$ cat src/rtl/wb_arbiter_pkg.sv
// Shared writeback definitions: default widths, the zero register and the
// request record that both result sources present to the arbiter.
package wb_arbiter_pkg;

  localparam int DEF_WIDTH      = 32;
  localparam int DEF_REGBITS    = 3;
  localparam int DEF_STARVE_MAX = 4;
  localparam int CONST_ZERO     = 0;

  typedef struct packed {
    logic                   valid;
    logic [DEF_REGBITS-1:0] wa;
    logic [DEF_WIDTH-1:0]   wd;
  } wb_req_t;

endpackage

$ cat src/rtl/wb_fifo2.sv
// Generic 2-entry FIFO with wrap-around pointers; exposes full/empty and the
// head entry so the consumer can inspect it before popping.
module wb_fifo2 #(
  parameter int W = 8
) (
  input  logic         clk,
  input  logic         rst,
  input  logic         push_i,
  input  logic [W-1:0] din_i,
  input  logic         pop_i,
  output logic         full_o,
  output logic         empty_o,
  output logic [W-1:0] head_o
);

  logic [W-1:0] mem_q [2];
  logic         wr_ptr_q;
  logic         rd_ptr_q;
  logic [1:0]   count_q;
  logic         do_push;
  logic         do_pop;

  assign full_o  = (count_q == 2'd2);
  assign empty_o = (count_q == 2'd0);
  assign head_o  = mem_q[rd_ptr_q];

  // Guards keep the pointers consistent even if a caller misbehaves.
  assign do_push = push_i && !full_o;
  assign do_pop  = pop_i && !empty_o;

  always_ff @(posedge clk) begin
    if (rst) begin
      wr_ptr_q <= 1'b0;
      rd_ptr_q <= 1'b0;
      count_q  <= 2'd0;
    end else begin
      if (do_push) begin
        mem_q[wr_ptr_q] <= din_i;
        wr_ptr_q        <= ~wr_ptr_q;
      end
      if (do_pop) begin
        rd_ptr_q <= ~rd_ptr_q;
      end
      case ({do_push, do_pop})
        2'b10:   count_q <= count_q + 2'd1;
        2'b01:   count_q <= count_q - 2'd1;
        default: count_q <= count_q;
      endcase
    end
  end

endmodule

$ cat src/rtl/wb_arbiter.sv
// Writeback arbiter owning the register-file write port: merges ALU and
// long-latency results, tracks pending destinations and stalls a starving ALU.
module wb_arbiter
  import wb_arbiter_pkg::*;
#(
  parameter int WIDTH      = DEF_WIDTH,
  parameter int REGBITS    = DEF_REGBITS,
  parameter int STARVE_MAX = DEF_STARVE_MAX
) (
  input  logic                    clk,
  input  logic                    rst,
  input  logic                    alu_valid_i,
  input  logic [REGBITS-1:0]      alu_wa_i,
  input  logic [WIDTH-1:0]        alu_wd_i,
  input  logic                    lu_valid_i,
  output logic                    lu_ready_o,
  input  logic [REGBITS-1:0]      lu_wa_i,
  input  logic [WIDTH-1:0]        lu_wd_i,
  input  logic                    iss_valid_i,
  input  logic [REGBITS-1:0]      iss_wa_i,
  output logic                    rf_we_o,
  output logic [REGBITS-1:0]      rf_wa_o,
  output logic [WIDTH-1:0]        rf_wd_o,
  output logic [(1<<REGBITS)-1:0] busy_o,
  output logic                    alu_stall_o
);

  localparam int                 NREGS     = 1 << REGBITS;
  localparam int                 FW        = REGBITS + WIDTH;
  localparam logic [REGBITS-1:0] ZERO_WA   = REGBITS'(CONST_ZERO);
  localparam logic [3:0]         STARVE_LIM = 4'(STARVE_MAX);

  typedef struct packed {
    logic               valid;
    logic [REGBITS-1:0] wa;
    logic [WIDTH-1:0]   wd;
  } req_t;

  logic             fifo_full;
  logic             fifo_empty;
  logic [FW-1:0]    fifo_head;
  logic             push;
  logic             pop;
  req_t             alu_req;
  req_t             lu_req;
  req_t             win;

  logic             rf_we_q;
  logic [REGBITS-1:0] rf_wa_q;
  logic [WIDTH-1:0] rf_wd_q;
  logic [NREGS-1:0] busy_q, busy_d;
  logic [3:0]       starve_q, starve_d;
  logic             stall_q, stall_d;

  // LU handshake: a transfer happens on any edge where lu_valid_i and
  // lu_ready_o are both high; results for register 0 complete but are dropped.
  assign lu_ready_o = !rst && !fifo_full;
  assign push       = lu_valid_i && lu_ready_o && (lu_wa_i != ZERO_WA);

  wb_fifo2 #(.W(FW)) u_fifo (
    .clk     (clk),
    .rst     (rst),
    .push_i  (push),
    .din_i   ({lu_wa_i, lu_wd_i}),
    .pop_i   (pop),
    .full_o  (fifo_full),
    .empty_o (fifo_empty),
    .head_o  (fifo_head)
  );

  always_comb begin
    alu_req = '{valid: alu_valid_i && (alu_wa_i != ZERO_WA), wa: alu_wa_i, wd: alu_wd_i};
    lu_req  = '{valid: !fifo_empty, wa: fifo_head[FW-1:WIDTH], wd: fifo_head[WIDTH-1:0]};
    // A raised stall hands the slot to the FIFO head regardless of the ALU.
    pop     = lu_req.valid && (stall_q || !alu_req.valid);
    win     = pop ? lu_req : alu_req;
  end

  always_comb begin
    starve_d = '0;
    stall_d  = stall_q;
    if (pop) begin
      stall_d = 1'b0;
    end else if (!fifo_empty) begin
      starve_d = (starve_q == STARVE_LIM) ? starve_q : starve_q + 4'd1;
      if (starve_d == STARVE_LIM) stall_d = 1'b1;
    end
  end

  // Clear first so a same-cycle issue to the popped register keeps it busy.
  always_comb begin
    busy_d = busy_q;
    if (pop) busy_d[win.wa] = 1'b0;
    if (iss_valid_i && (iss_wa_i != ZERO_WA)) busy_d[iss_wa_i] = 1'b1;
  end

  always_ff @(posedge clk) begin
    if (rst) begin
      rf_we_q  <= 1'b0;
      rf_wa_q  <= '0;
      rf_wd_q  <= '0;
      busy_q   <= '0;
      starve_q <= '0;
      stall_q  <= 1'b0;
    end else begin
      rf_we_q <= win.valid;
      if (win.valid) begin
        rf_wa_q <= win.wa;
        rf_wd_q <= win.wd;
      end
      busy_q   <= busy_d;
      starve_q <= starve_d;
      stall_q  <= stall_d;
    end
  end

  assign rf_we_o     = rf_we_q;
  assign rf_wa_o     = rf_wa_q;
  assign rf_wd_o     = rf_wd_q;
  assign busy_o      = busy_q;
  assign alu_stall_o = stall_q;

  a_no_alu_during_stall: assert property (@(posedge clk) disable iff (rst)
    !(stall_q && alu_valid_i));

  a_no_issue_to_busy: assert property (@(posedge clk) disable iff (rst)
    !(iss_valid_i && (iss_wa_i != ZERO_WA) && busy_q[iss_wa_i] &&
      !(pop && (lu_req.wa == iss_wa_i))));

endmodule
$ cat config.mk
export PLATFORM = sky130hd
export DESIGN_NAME = wb_arbiter
export DESIGN_NICKNAME = d
export VERILOG_FILES = /design/src/rtl/wb_arbiter_pkg.sv /design/src/rtl/wb_fifo2.sv /design/src/rtl/wb_arbiter.sv
export SDC_FILE = /design/constraint.sdc
export NUM_CORES = 1
export LEC_CHECK = 0
export ABC_AREA = 1
export BUFFER_PORTS_ARGS = -buffer_cell sky130_fd_sc_hd__buf_4
export CAP_MARGIN = 30
export CORE_ASPECT_RATIO = 0.7
export CORE_MARGIN = 2
export CORE_UTILIZATION = 56
export CTS_CLUSTER_DIAMETER = 60
export DETAILED_ROUTE_END_ITERATION = 12
export GPL_TIMING_DRIVEN = 1
export PLACE_DENSITY = 0.8
export SLEW_MARGIN = 20
export SYNTH_ARGS = -nofsm -noshare
export SYNTH_HDL_FRONTEND = slang
export SYNTH_SLANG_ARGS = --single-unit
$ cat constraint.sdc
create_clock -name clk -period 7.3 [get_ports clk]
set_clock_uncertainty 0.1 [all_clocks]
set_input_delay 1.095 -clock clk [delete_from_list [all_inputs] [get_ports clk]]
set_output_delay 1.095 -clock clk [all_outputs]
set_load 0.01 [all_outputs]
== Yosys cells after proc, flatten, opt, wreduce, memory -nomap -nowiden ==
Memories as Yosys holds them, arrays and structs flattened. A register that Yosys moved wholly into a read port is not among the register bits.
Index checks and enable logic that the tools add are counted.
Widths: inputs -> output; s select.

* Flip-flop bits (word level): 53
* Logic and storage cells: 65
* Input port bits: 78
* Memories kept: 1
* Memory bits (writable): 70
* Latch bits: 0
* Output and inout bits: 46
* Memory bits (read-only): 0

{| class="wikitable"
|+ Memory list
! memory !! depth !! width !! rd ports !! clocked after memory_dff !! write ports !! RTL line !! RTL
|-
| u_fifo.mem_q || 2 || 35 || 1 || 1 || 1 || wb_fifo2.sv:16 || <nowiki>logic [W-1:0] mem_q [2];</nowiki>
|}

* Shift operators: 0
* Bitwise operators: 6
* Multiplexer cells: 14
* Reduce and logical (&&, ||, !) cells: 23
* Divide/modulo/power cells: 0
* Add/subtract/negate cells: 3
* Equality and inequality tests: 5
* Magnitude comparators: 4
* $mul: 0

{| class="wikitable"
|+ Operators with widths
! cell !! number
|-
| $mux 36 || 1
|-
| $mux 8 || 2
|-
| $logic_and 1x1->1 || 10
|-
| $reduce_bool 3->1 || 3
|-
| $and 8x8->8 || 1
|-
| $eq 4x3->1 const B || 2
|-
| $lt 3x4->1 const B || 2
|-
| $not 8->8 || 1
|-
| $or 8x8->8 || 1
|-
| $mux 1 || 7
|-
| $demux 1 s3 || 2
|-
| $ge 3x1->1 const B || 2
|-
| $add 4x1->4 const B || 1
|-
| $eq 2x2->1 const B || 2
|-
| $logic_not 1->1 || 4
|-
| $mux 4 || 1
|-
| $pmux 2 s2 || 1
|-
| $not 1->1 || 3
|-
| $reduce_or 3->1 || 1
|-
| $add 2x1->2 const B || 1
|-
| $eq 2x1->1 const B || 1
|-
| $logic_not 2->1 || 1
|-
| $reduce_and 2->1 || 1
|-
| $reduce_bool 2->1 || 1
|-
| other kinds (3) || 3
|}

== Depth between registers and ports, before layout ==
Gate-level depths: netlist of the first run.

* Depth in word-level cells: 15
* Depth in mapped cells: 12
* Mapped depth without buffers: 11

== Modules after synthesis ==
From an unflattened synthesis of the first run, not the netlist that was laid out.

* Cell total of the unflattened synthesis: 438
* Area, all modules: 5132.4 um2

{| class="wikitable"
|+ By module, submodules not included
! module !! cells an instance !! area each (um2) !! sequential area each (um2) !! instances
|-
| wb_fifo2 || 147 || 2921.6 || 2202.1 || 1
|-
| wb_arbiter || 291 || 2210.9 || 980.9 || 1
|}

== Least setup slack after synthesis of the first run ==
OpenSTA, ideal clock, no wires.

* Path kind: input port to flip-flop
* From: in rst
* To: mem u_fifo.mem_q[1][0] in the netlist's numbering (enable)
* Slack: 3.478 ns
* Library setup time: 0.429 ns
* Required time: 6.771 ns
* Buffers on the path: 1
* Cell stages on the path: 6
* Data arrival time: 3.293 ns
* Cells stage by stage: buf_2 > a21oi_1 > nand2_1 > nor2_1 > inv_1 > nor2_1

* Cells in the longest elaborated chain, start to end: 8

{| class="wikitable"
|+ Ends and longest elaborated chain
! element !! RTL line !! RTL
|-
| start, declared || wb_arbiter.sv:11 || <nowiki>input logic rst,</nowiki>
|-
| $logic_not 1->1 || wb_arbiter.sv:57 || <nowiki>assign lu_ready_o = !rst && !fifo_full;</nowiki>
|-
| $logic_and 1x1->1 || wb_arbiter.sv:57 ||
|-
| named net lu_ready_o || wb_arbiter.sv:16 || <nowiki>output logic lu_ready_o,</nowiki>
|-
| $logic_and 1x1->1 (2 in series) || wb_arbiter.sv:58 || <nowiki>assign push = lu_valid_i && lu_ready_o && (lu_wa_i != ZERO_WA);</nowiki>
|-
| $logic_and 1x1->1 || wb_fifo2.sv:28 || <nowiki>assign do_push = push_i && !full_o;</nowiki>
|-
| $mux 1 || wb_fifo2.sv:37 || <nowiki>if (do_push) begin</nowiki>
|-
| $mux 1 || wb_fifo2.sv:32 || <nowiki>if (rst) begin</nowiki>
|-
| $mux 1 (not written as such) || wb_fifo2.sv:38 || <nowiki>mem_q[wr_ptr_q] <= din_i;</nowiki>
|-
| end, declared || wb_fifo2.sv:16 ||
|}

The timed path passes the listed nets, and every way through them passes these cells.

== Final worst setup path of the first run ==
* From: in rst
* To: out lu_ready_o

* Cells in the longest elaborated chain, start to end: 2

{| class="wikitable"
|+ Ends and longest elaborated chain
! element !! RTL line
|-
| $logic_not 1->1 || wb_arbiter.sv:57
|-
| $logic_and 1x1->1 || wb_arbiter.sv:57
|-
| end, declared || wb_arbiter.sv:16
|}

No other way between the ends.

==> reports/metrics.csv, run 1 <==
metric;value;unit
status;completed;
Gate Count Post-Synth;435;
Arrival @ worst endpoint;1.58;ns
Max clock buf depth;2;
post-synth net total;516;
worst endpoint required time;6.11;ns
Synthesis Warnings;0;
Root Driver;clkbuf_16;
Critical Path End Type;output port;
average size of a mapped cell;11.44;um2
Fin Setup TNS;0;ns
#FFs+latches synth;124;
pin count of the biggest net entering global routing;70;
Worst setup SP type;primary input;
pwr/cell area;320.4;mW/mm2
GRT Total Usage;0.2512;
Leakage;2.653;nW
worst slew pin tran;0.7705;ns
Via density;5.502;
Initial Util;0.5821;
fin crit share;0.3799;
vias in the first global route;3676;
Pwr Total;2.119;mW
Avg WL per Cell;16.89;um
CTS tree;done;
Setup CP Type;in -> out;
CP max FO;10;
worst min path class;reg -> reg;
number of buffers inserted by port buffering;123;
register area share after synthesis;0.6397;
Mapped Area;0.004976;mm2
H-Tree Depth;4;
RSZ-0062 raised after global routing;false;
CORE AREA;0.008548;mm2
global route total overflow;0;
Slew headroom;0.4863;
post-CTS sizing;0;
die area;0.009667;mm2
Iter 0 DRT Violations;295;
Pre-Repair DR Iteration Count;5;
Routed Antenna Nets;0;
Final nets;639;
Final setup viols;0;
drt total wl;11670;um
initial antenna violation count;0;
share of cells above drive strength 1;0.3170;
maximum vdd ir drop;0.2734;mV
final slew viol count;0;
Post-CTS Setup Inserts;0;
final-layout fill cell count;542;
die width;116.7;um
Max Freq;0.3606;GHz
Via Count;3802;
Final GP Congestion;0.8035;
# DRC;0;
Area Overhead vs Synth;32.91;%
row count;28;
CTS Hold Buffers Added;0;
Yosys cell types;30;
antenna fix cells;0;
die height;82.87;um
first-pass GRT wire length;18290;um
Ports;124;
worst skew pair latency;0.41;ns
count of final hold-check violations;0;
Finished Cell Area;0.006614;mm2
time the worst path needs with I/O delays and setup;2.773;ns
CTS buffer count;17;
Sink Count;124;
placed cell area;0.005998;mm2
Max-Cap Viols;0;
clock transition at the registers of the reported paths;0.06;ns
Final HPWL DP;7425;um
Hold WS;0.3566;ns
worst paths after layout:
path                startpoint    endpoint  slack, ns  depth (start not counted)
min reg2reg    u_fifo.rd_ptr_q        flop       0.36                          1
max                        rst  lu_ready_o       4.53                          3
max reg2reg  u_fifo.count_q[0]  rf_wa_o[0]       4.96                          6
min            u_fifo.rd_ptr_q        flop       0.36                          1
metrics by stage:
stage,cells,setup slack (ns),util
after global routing,691,4.388,0.7737
final,691,4.527,0.7737
after floorplan,435,3.478,-
after detailed placement,659,4.140,0.7017
after global placement,656,4.226,0.6929
after CTS,691,4.527,0.7737
cells in the final DEF, fill, tap and decap left out, drive strengths merged:
cell type and n:
buf 126, nand2 80, edfxtp 70, dfxtp 54
nand3 49, o21ai 33, mux2i 32, inv 24
o211ai 20, clkbuf 19, a21oi 17, nor2 17
nand4 7, clkinv 7, bufinv 4, nor3 3
ha 3, clkinvlp 2, nand3b 1, or2 1
xor2 1, o31ai 1
synth_stat cells (all sizes together):
cell    number  share of area
clkbuf       5         0.0045
nor2        17          0.016
o211ai      20          0.040
ha           3         0.0075
xor2         1         0.0018
nand4        7         0.0088
nand2       80          0.065
nand3       49          0.052
o31ai        1         0.0015
buf         17          0.024
nand3b       1         0.0015
mux2i       32          0.064
dfxtp       54           0.22
edfxtp      70           0.42
a21oi       17          0.017
inv         24          0.019
or2          1         0.0013
nor3         3         0.0030
o21ai       33          0.033
critical path, cell delays in order:
cell and delay [ns]:
buf_4 0.16, a21oi_1 0.16, buf_4 0.16
logic make-up (layout without fill, tap and decap cells):
kind of cell	after synthesis	after routing	synth area share
buf+inv	46	182	0.04777
compound gates	71	71	0.09203
mux	32	32	0.06437
simple gates	158	158	0.1468
flops	124	124	0.6397
xor+xnor	1	1	0.001760
fa+ha+maj	3	3	0.007544
per-layer routing:
| layer | part of all wire | vias to the layer above | global-route usage |
|---|---|---|---|
| li1 | - | 1792 | - |
| met1 | 0.42 | 1772 | 0.3441 |
| met2 | 0.46 | 222 | 0.3768 |
| met3 | 0.11 | 16 | 0.09051 |
| met4 | 0.014 | 0 | 0.07807 |
| met5 | 0 | - | 0 |
flip-flops by register name, summed over array words and instances, names as in the netlist, 2 cells and up, named ones only:
| signal | count |
|---|---|
| u_fifo.mem_q | 70 |
| rf_wa_o | 3 |
| rf_wd_o | 32 |
| starve_q | 4 |
| u_fifo.count_q | 2 |
| busy_o | 8 |
area by class of cell:
| class | count | area, um2 | share of cell area |
|---|---|---|---|
| timing repair buffer | 126 | 998.5 | 0.1510 |
| inverter | 24 | 95.09 | 0.01438 |
| clock inverter | 13 | 172.7 | 0.02611 |
| tap | 120 | 150.1 | 0.02270 |
| clock buffer | 19 | 442.9 | 0.06697 |
| multi-input combinational | 265 | 1570 | 0.2374 |
| sequential | 124 | 3184 | 0.4815 |
power by group:
part	leakage, nW	switching [mW]	internal (mW)
combinational	1.27	0.218	0.165
sequential	1.09	0.0528	0.811
clock	0.300	0.298	0.575
total	2.65	0.569	1.55
(Power assumes the default switching activity.)
==> run 2: changes to the inputs <==
- CORE_UTILIZATION: 56 -> 53
- PLACE_DENSITY: 0.8 -> 0.77
- clock period: 7.3 -> 2.7 ns (I/O delays scaled with it)
==> run 2 against run 1 <==
Against the previous run:
- setup slack lost 3.9 ns
- cell count rose by 1.4%
- count of clock-buffer cells in the layout grew 3
- global-route usage is 2.8 points lower
- register-to-register slack got worse by 4.4 ns
- sequential cell count is the same
- non-clock buffer count up 6
- via count shrank 2.7%
- combinational power grew to 2.7 times the previous value
- sequential power grew to 2.7 times the previous value
==> reports/metrics.csv, run 2 (synthesis results as in run 1) <==
metric;value;unit;change
CTS Hold Buffers Added;0;;unchanged
slowest stage delay, CP;0.46;ns;+0.30 ns
R2R cell count;11;;+5
Arrival @ worst endpoint;2.34;ns;+0.76 ns
CP max FO;6;;-4
Area Overhead vs Synth;31.41;%;
Max clock buf depth;2;;unchanged
Max Freq;0.4753;GHz;
worst endpoint required time;2.94;ns;-3.17 ns
RSZ-0062 raised after global routing;false;;
Pre-Repair DR Iteration Count;5;;unchanged
# DRC;0;;unchanged
antenna fix cells;0;;unchanged
slowest cell on the critical path;dfxtp_1;;
Min-Delay Path Depth;1;;unchanged
Final nets;645;;+0.94%
final slew viol count;0;;unchanged
first-pass GRT wire length;17260;um;-5.6%
Ports;124;;unchanged
Worst setup SP type;flop;;
time the worst path needs with I/O delays and setup;2.104;ns;
Root Driver;clkbuf_16;;
H-Tree Depth;4;;unchanged
global route total overflow;0;;unchanged
number of buffers inserted by port buffering;123;;unchanged
worst skew pair latency;0.41;ns;about the same
Final HPWL DP;7239;um;-2.5%
Via Count;3698;;-2.7%
Max-Cap Viols;0;;unchanged
Fin Setup TNS;0;ns;unchanged
Setup CP Type;reg -> reg;;
die width;119.8;um;+2.7%
Sink Count;124;;unchanged
Via density;5.275;;-4.1%
Final setup viols;0;;unchanged
pin count of the biggest net entering global routing;43;;-39%
GRT Total Usage;0.2229;;-0.02830
Pwr Total;5.433;mW;+160%
Iter 0 DRT Violations;200;;-32%
status;completed;;
worst min path class;in -> reg;;
Critical Path End Type;flop;;
post-CTS sizing;0;;unchanged
Final GP Congestion;0.8263;;+2.8%
crit path launch;u_fifo.count_q[0];;
maximum vdd ir drop;0.5277;mV;+93%
reg2reg setup slack;0.60;ns;-4.36 ns
drt total wl;10740;um;-8.0%
CTS buffer count;17;;unchanged
R2R Path Start;u_fifo.count_q[0];;
hold wc startpoint;lu_wd_i[21];;
Met3 Routed Length;830;um;-32%
die area;0.01019;mm2;+5.4%
critical-path cell list;inv_1, a21oi_1, nand2_1, nor2_1, inv_1, ha_1, inv_1, nand2_1, nor2_1, o21ai_0, a21oi_1;;
utilization after layout;0.7180;;-0.05576
Hold WS;0.07901;ns;-0.2775 ns
vias in the first global route;3607;;-1.9%
die height;85.07;um;+2.7%
Top reg by flops;u_fifo.mem_q;;
met2 wire len;5111;um;-4.2%
worst slew pin tran;0.7563;ns;-0.01419 ns
Routed Antenna Nets;0;;unchanged
worst r2r dst;u_fifo.count_q[1];;
count of final hold-check violations;0;;unchanged
fin crit share;0.7792;;
commonest non-fill, non-tap cell in the layout;buf_4;;
row count;29;;+3.6%
pwr/cell area;830.8;mW/mm2;+160%
worst hold path endpoint;u_fifo.mem_q[0][21];;
most frequent cells in the layout;132 x buf_4, 77 x nand2_1, 70 x edfxtp_1;;
CORE AREA;0.009107;mm2;+6.5%
M1 WL;4703;um;-4.8%
Leakage;2.641;nW;-0.44%
clock transition at the registers of the reported paths;0.05;ns;about the same
share of cells above drive strength 1;0.3172;;about the same
highest routed metal layer;met4;;
Slew headroom;0.4951;;+0.008725
max reg flops;70;;unchanged
Avg WL per Cell;15.32;um;-9.3%
Initial Util;0.5464;;-0.03575
CTS tree;done;;
initial antenna violation count;0;;unchanged
Top cell by count, worst path;inv_1;;
Post-CTS Setup Inserts;0;;unchanged
==> run 2: final cells by class <==
type | instances | area (um2)
inverter | 24 | 95.09
tap | 124 | 155.1
multi-input combinational | 265 | 1570
sequential | 124 | 3184
timing repair buffer | 132 | 991.0
fill | 675 | 2569
clock buffer | 22 | 444.2
clock inverter | 10 | 98.84
==> run 2: routing by layer <==
layer	track usage	up-vias
met4	0.07807	0
li1	-	1811
met2	0.3558	129
met3	0.07863	12
met5	0	-
met1	0.2855	1746
==> run 2: worst max-delay path: cells and delay by family, from the launching register on <==
| family | cells | cell delay, ns |
|---|---|---|
| buf+inv | 3 | 0.29 |
| flops | 1 | 0.46 |
| compound gates | 3 | 0.48 |
| simple gates | 4 | 0.42 |
| fa+ha+maj | 1 | 0.29 |
==> run 2: stage by stage <==
stage	area (um2)	worst slack [ns]	cells
after floorplan	4981	0.1533	435
after global placement	5996	0.6008	669
after detailed placement	5996	0.4932	669
after CTS	6539	0.6329	701
after global routing	6539	0.3623	701
final	6539	0.5962	701
==> run 2: worst max-delay path by stage <==
stage / to / slack (ns)
detailed placement: u_fifo.count_q[1] / 0.49
floorplan: u_fifo.mem_q[1][0] / 0.15
global placement: u_fifo.count_q[1] / 0.60
global route: u_fifo.count_q[1] / 0.36
finish: u_fifo.count_q[1] / 0.60
CTS: u_fifo.count_q[1] / 0.63
==> run 2: where the power goes <==
part	switching [mW]	leakage, nW	internal [mW]
logic	0.597	1.28	0.443
clock network	0.749	0.273	1.34
registers	0.110	1.09	2.19
==> run 3: changes to the inputs <==
- clock period: 2.7 -> 2.15 ns (I/O delays scaled with it)
==> run 3 against run 2 <==
Against the previous run:
- sequential cell count is the same
- global-route usage increased by 1.4 points
- power increased by 29%
- worst hold slack worse by 0.061 ns
- fmax is 7.8% higher
- die area unchanged
- sequential share of layout area is 2.5 points lower
- critical path type unchanged
- largest cell class unchanged
- largest power group unchanged
==> reports/metrics.csv, run 3 (synthesis results as in run 1) <==
metric;value;unit;change
final-layout fill cell count;607;;-10%
worst min path class;in -> reg;;
worst skew pair latency;0.40;ns;about the same
Max clock buf depth;2;;unchanged
pwr/cell area;1014;mW/mm2;+22%
maximum vdd ir drop;0.7501;mV;+42%
max reg flops;70;;unchanged
die area;0.01019;mm2;unchanged
Final setup viols;0;;unchanged
worst endpoint required time;2.38;ns;-0.56 ns
CTS buffer count;17;;unchanged
Max Freq;0.5123;GHz;+7.8%
status;completed;;
dpl ws;0.1803;ns;-0.3129 ns
Leakage;2.786;nW;+5.5%
Post-CTS Setup Inserts;0;;unchanged
RSZ-0062 raised after global routing;false;;
GR peak layer;met2;;
post-route insts no fill;734;;+4.7%
final slew viol count;0;;unchanged
CORE AREA;0.009107;mm2;unchanged
Avg WL per Cell;15.93;um;+4.0%
count of final hold-check violations;0;;unchanged
Area Overhead vs Synth;38.62;%;
Root Driver;clkbuf_16;;
clock transition at the registers of the reported paths;0.05;ns;about the same
Max-Cap Viols;0;;unchanged
CTS tree;done;;
Final nets;678;;+5.1%
Setup CP Type;reg -> reg;;
Ports;124;;unchanged
Pre-Repair DR Iteration Count;5;;unchanged
Final HPWL DP;7780;um;+7.5%
utilization after layout;0.7574;;+0.03943
first-pass GRT wire length;18530;um;+7.3%
commonest non-fill, non-tap cell in the layout;buf_4;;
Top reg by flops;u_fifo.mem_q;;
Worst setup SP type;flop;;
GRT Total Usage;0.2370;;+0.01412
Sink Count;124;;unchanged
die height;85.07;um;unchanged
Arrival @ worst endpoint;2.18;ns;-0.16 ns
H-Tree Depth;4;;unchanged
initial antenna violation count;0;;unchanged
DP Cell Count;672;;+0.45%
Iter 0 DRT Violations;348;;+74%
worst slew pin tran;0.5152;ns;-0.2411 ns
share of cells above drive strength 1;0.3066;;-0.01060
met2 Track Usage GR;0.3823;;+0.02649
met3 GRT Util;0.07124;;-0.007392
die width;119.8;um;unchanged
# DRC;0;;unchanged
Routed Antenna Nets;0;;unchanged
Slew headroom;0.6561;;+0.1610
Via density;5.316;;+0.77%
Critical Path End Type;flop;;
Final GP Congestion;0.8223;;-0.48%
pin count of the biggest net entering global routing;46;;+7.0%
fin crit share;0.9080;;+0.1288
CP max FO;6;;unchanged
time the worst path needs with I/O delays and setup;1.952;ns;-0.1516 ns
number of buffers inserted by port buffering;123;;unchanged
antenna fix cells;0;;unchanged
PnR worst setup slack;0.1979;ns;-0.3984 ns
vias in the first global route;3859;;+7.0%
grt met1 use;0.3046;;+0.01906
Initial Util;0.5464;;unchanged
global route total overflow;0;;unchanged
row count;29;;unchanged
drt total wl;11700;um;+8.9%
most frequent cells in the layout;134 x buf_4, 77 x nand2_1, 70 x edfxtp_1;;
Via Count;3902;;+5.5%
-- run 3: cell types whose count changed in the layout (fill, tap and decap cells not counted), sizes merged --
cell         before  now
clkinvlp          0    1
dlygate4sd3       0   30
clkbuf           22   23
clkinv            8    6
buf             132  135
-- run 3: layer usage --
| metal | share of wire | up-vias |
|---|---|---|
| met2 | 0.48 | 148 |
| li1 | - | 1878 |
| met4 | 0.017 | 0 |
| met3 | 0.068 | 18 |
| met5 | 0 | - |
| met1 | 0.44 | 1858 |
-- run 3: worst paths after layout --
kind | start | to | slack (ns) | cells after the start
setup / recovery | u_fifo.count_q[0] | u_fifo.count_q[1] | 0.20 | 11
hold / removal | lu_wd_i[27] | u_fifo.mem_q[1][27] | 0.02 | 1
setup reg to reg | u_fifo.count_q[0] | u_fifo.count_q[1] | 0.20 | 11
hold reg to reg | busy_o[0] | busy_o[0] | 0.35 | 2
-- run 3: power breakdown --
group	switching [mW]	internal, mW
Combinational	0.780	0.616
Sequential	0.150	2.75
Clock	0.950	1.75
-- run 3: layout make-up --
type,count,area [um2],area share
clock buffers,23,467.9,0.06784
multi-input cells,265,1574,0.2282
flip-flops and latches,124,3186,0.4618
repair buffers,165,1326,0.1923
well taps,124,155.1,0.02249
clock inverters,9,93.84,0.01360
inverters,24,95.09,0.01379
-- run 3: per-stage QoR --
step / area, um2 / setup TNS (ns) / hold slack (ns) / power, mW
after floorplan: 4981 / -21.51 / 0.3214 / 3.732
after global placement: 6031 / 0 / 0.3255 / 4.232
after detailed placement: 6031 / 0 / 0.3437 / 4.286
after CTS: 6893 / 0 / 0.0007619 / 7.026
after global routing: 6898 / 0 / 0.001104 / 7.293
final: 6898 / 0 / 0.01791 / 6.998
-- run 3: critical path: stages (launching register included) --
cell	delay, ns
dfxtp_2	0.39
inv_1	0.07
a21oi_2	0.15
nand2_1	0.07
nor2_1	0.13
inv_1	0.13
ha_1	0.29
inv_1	0.09
nand2_1	0.06
nor2_1	0.13
o21ai_0	0.12
a21oi_1	0.15
-- run 3: what timing repair did --
action / in CTS / in global routing
resized for setup: 0 / 2
endpoints found under the hold margin: 59 / 0
endpoints found under the setup margin: 0 / 1
hold buffers: 30 / 0
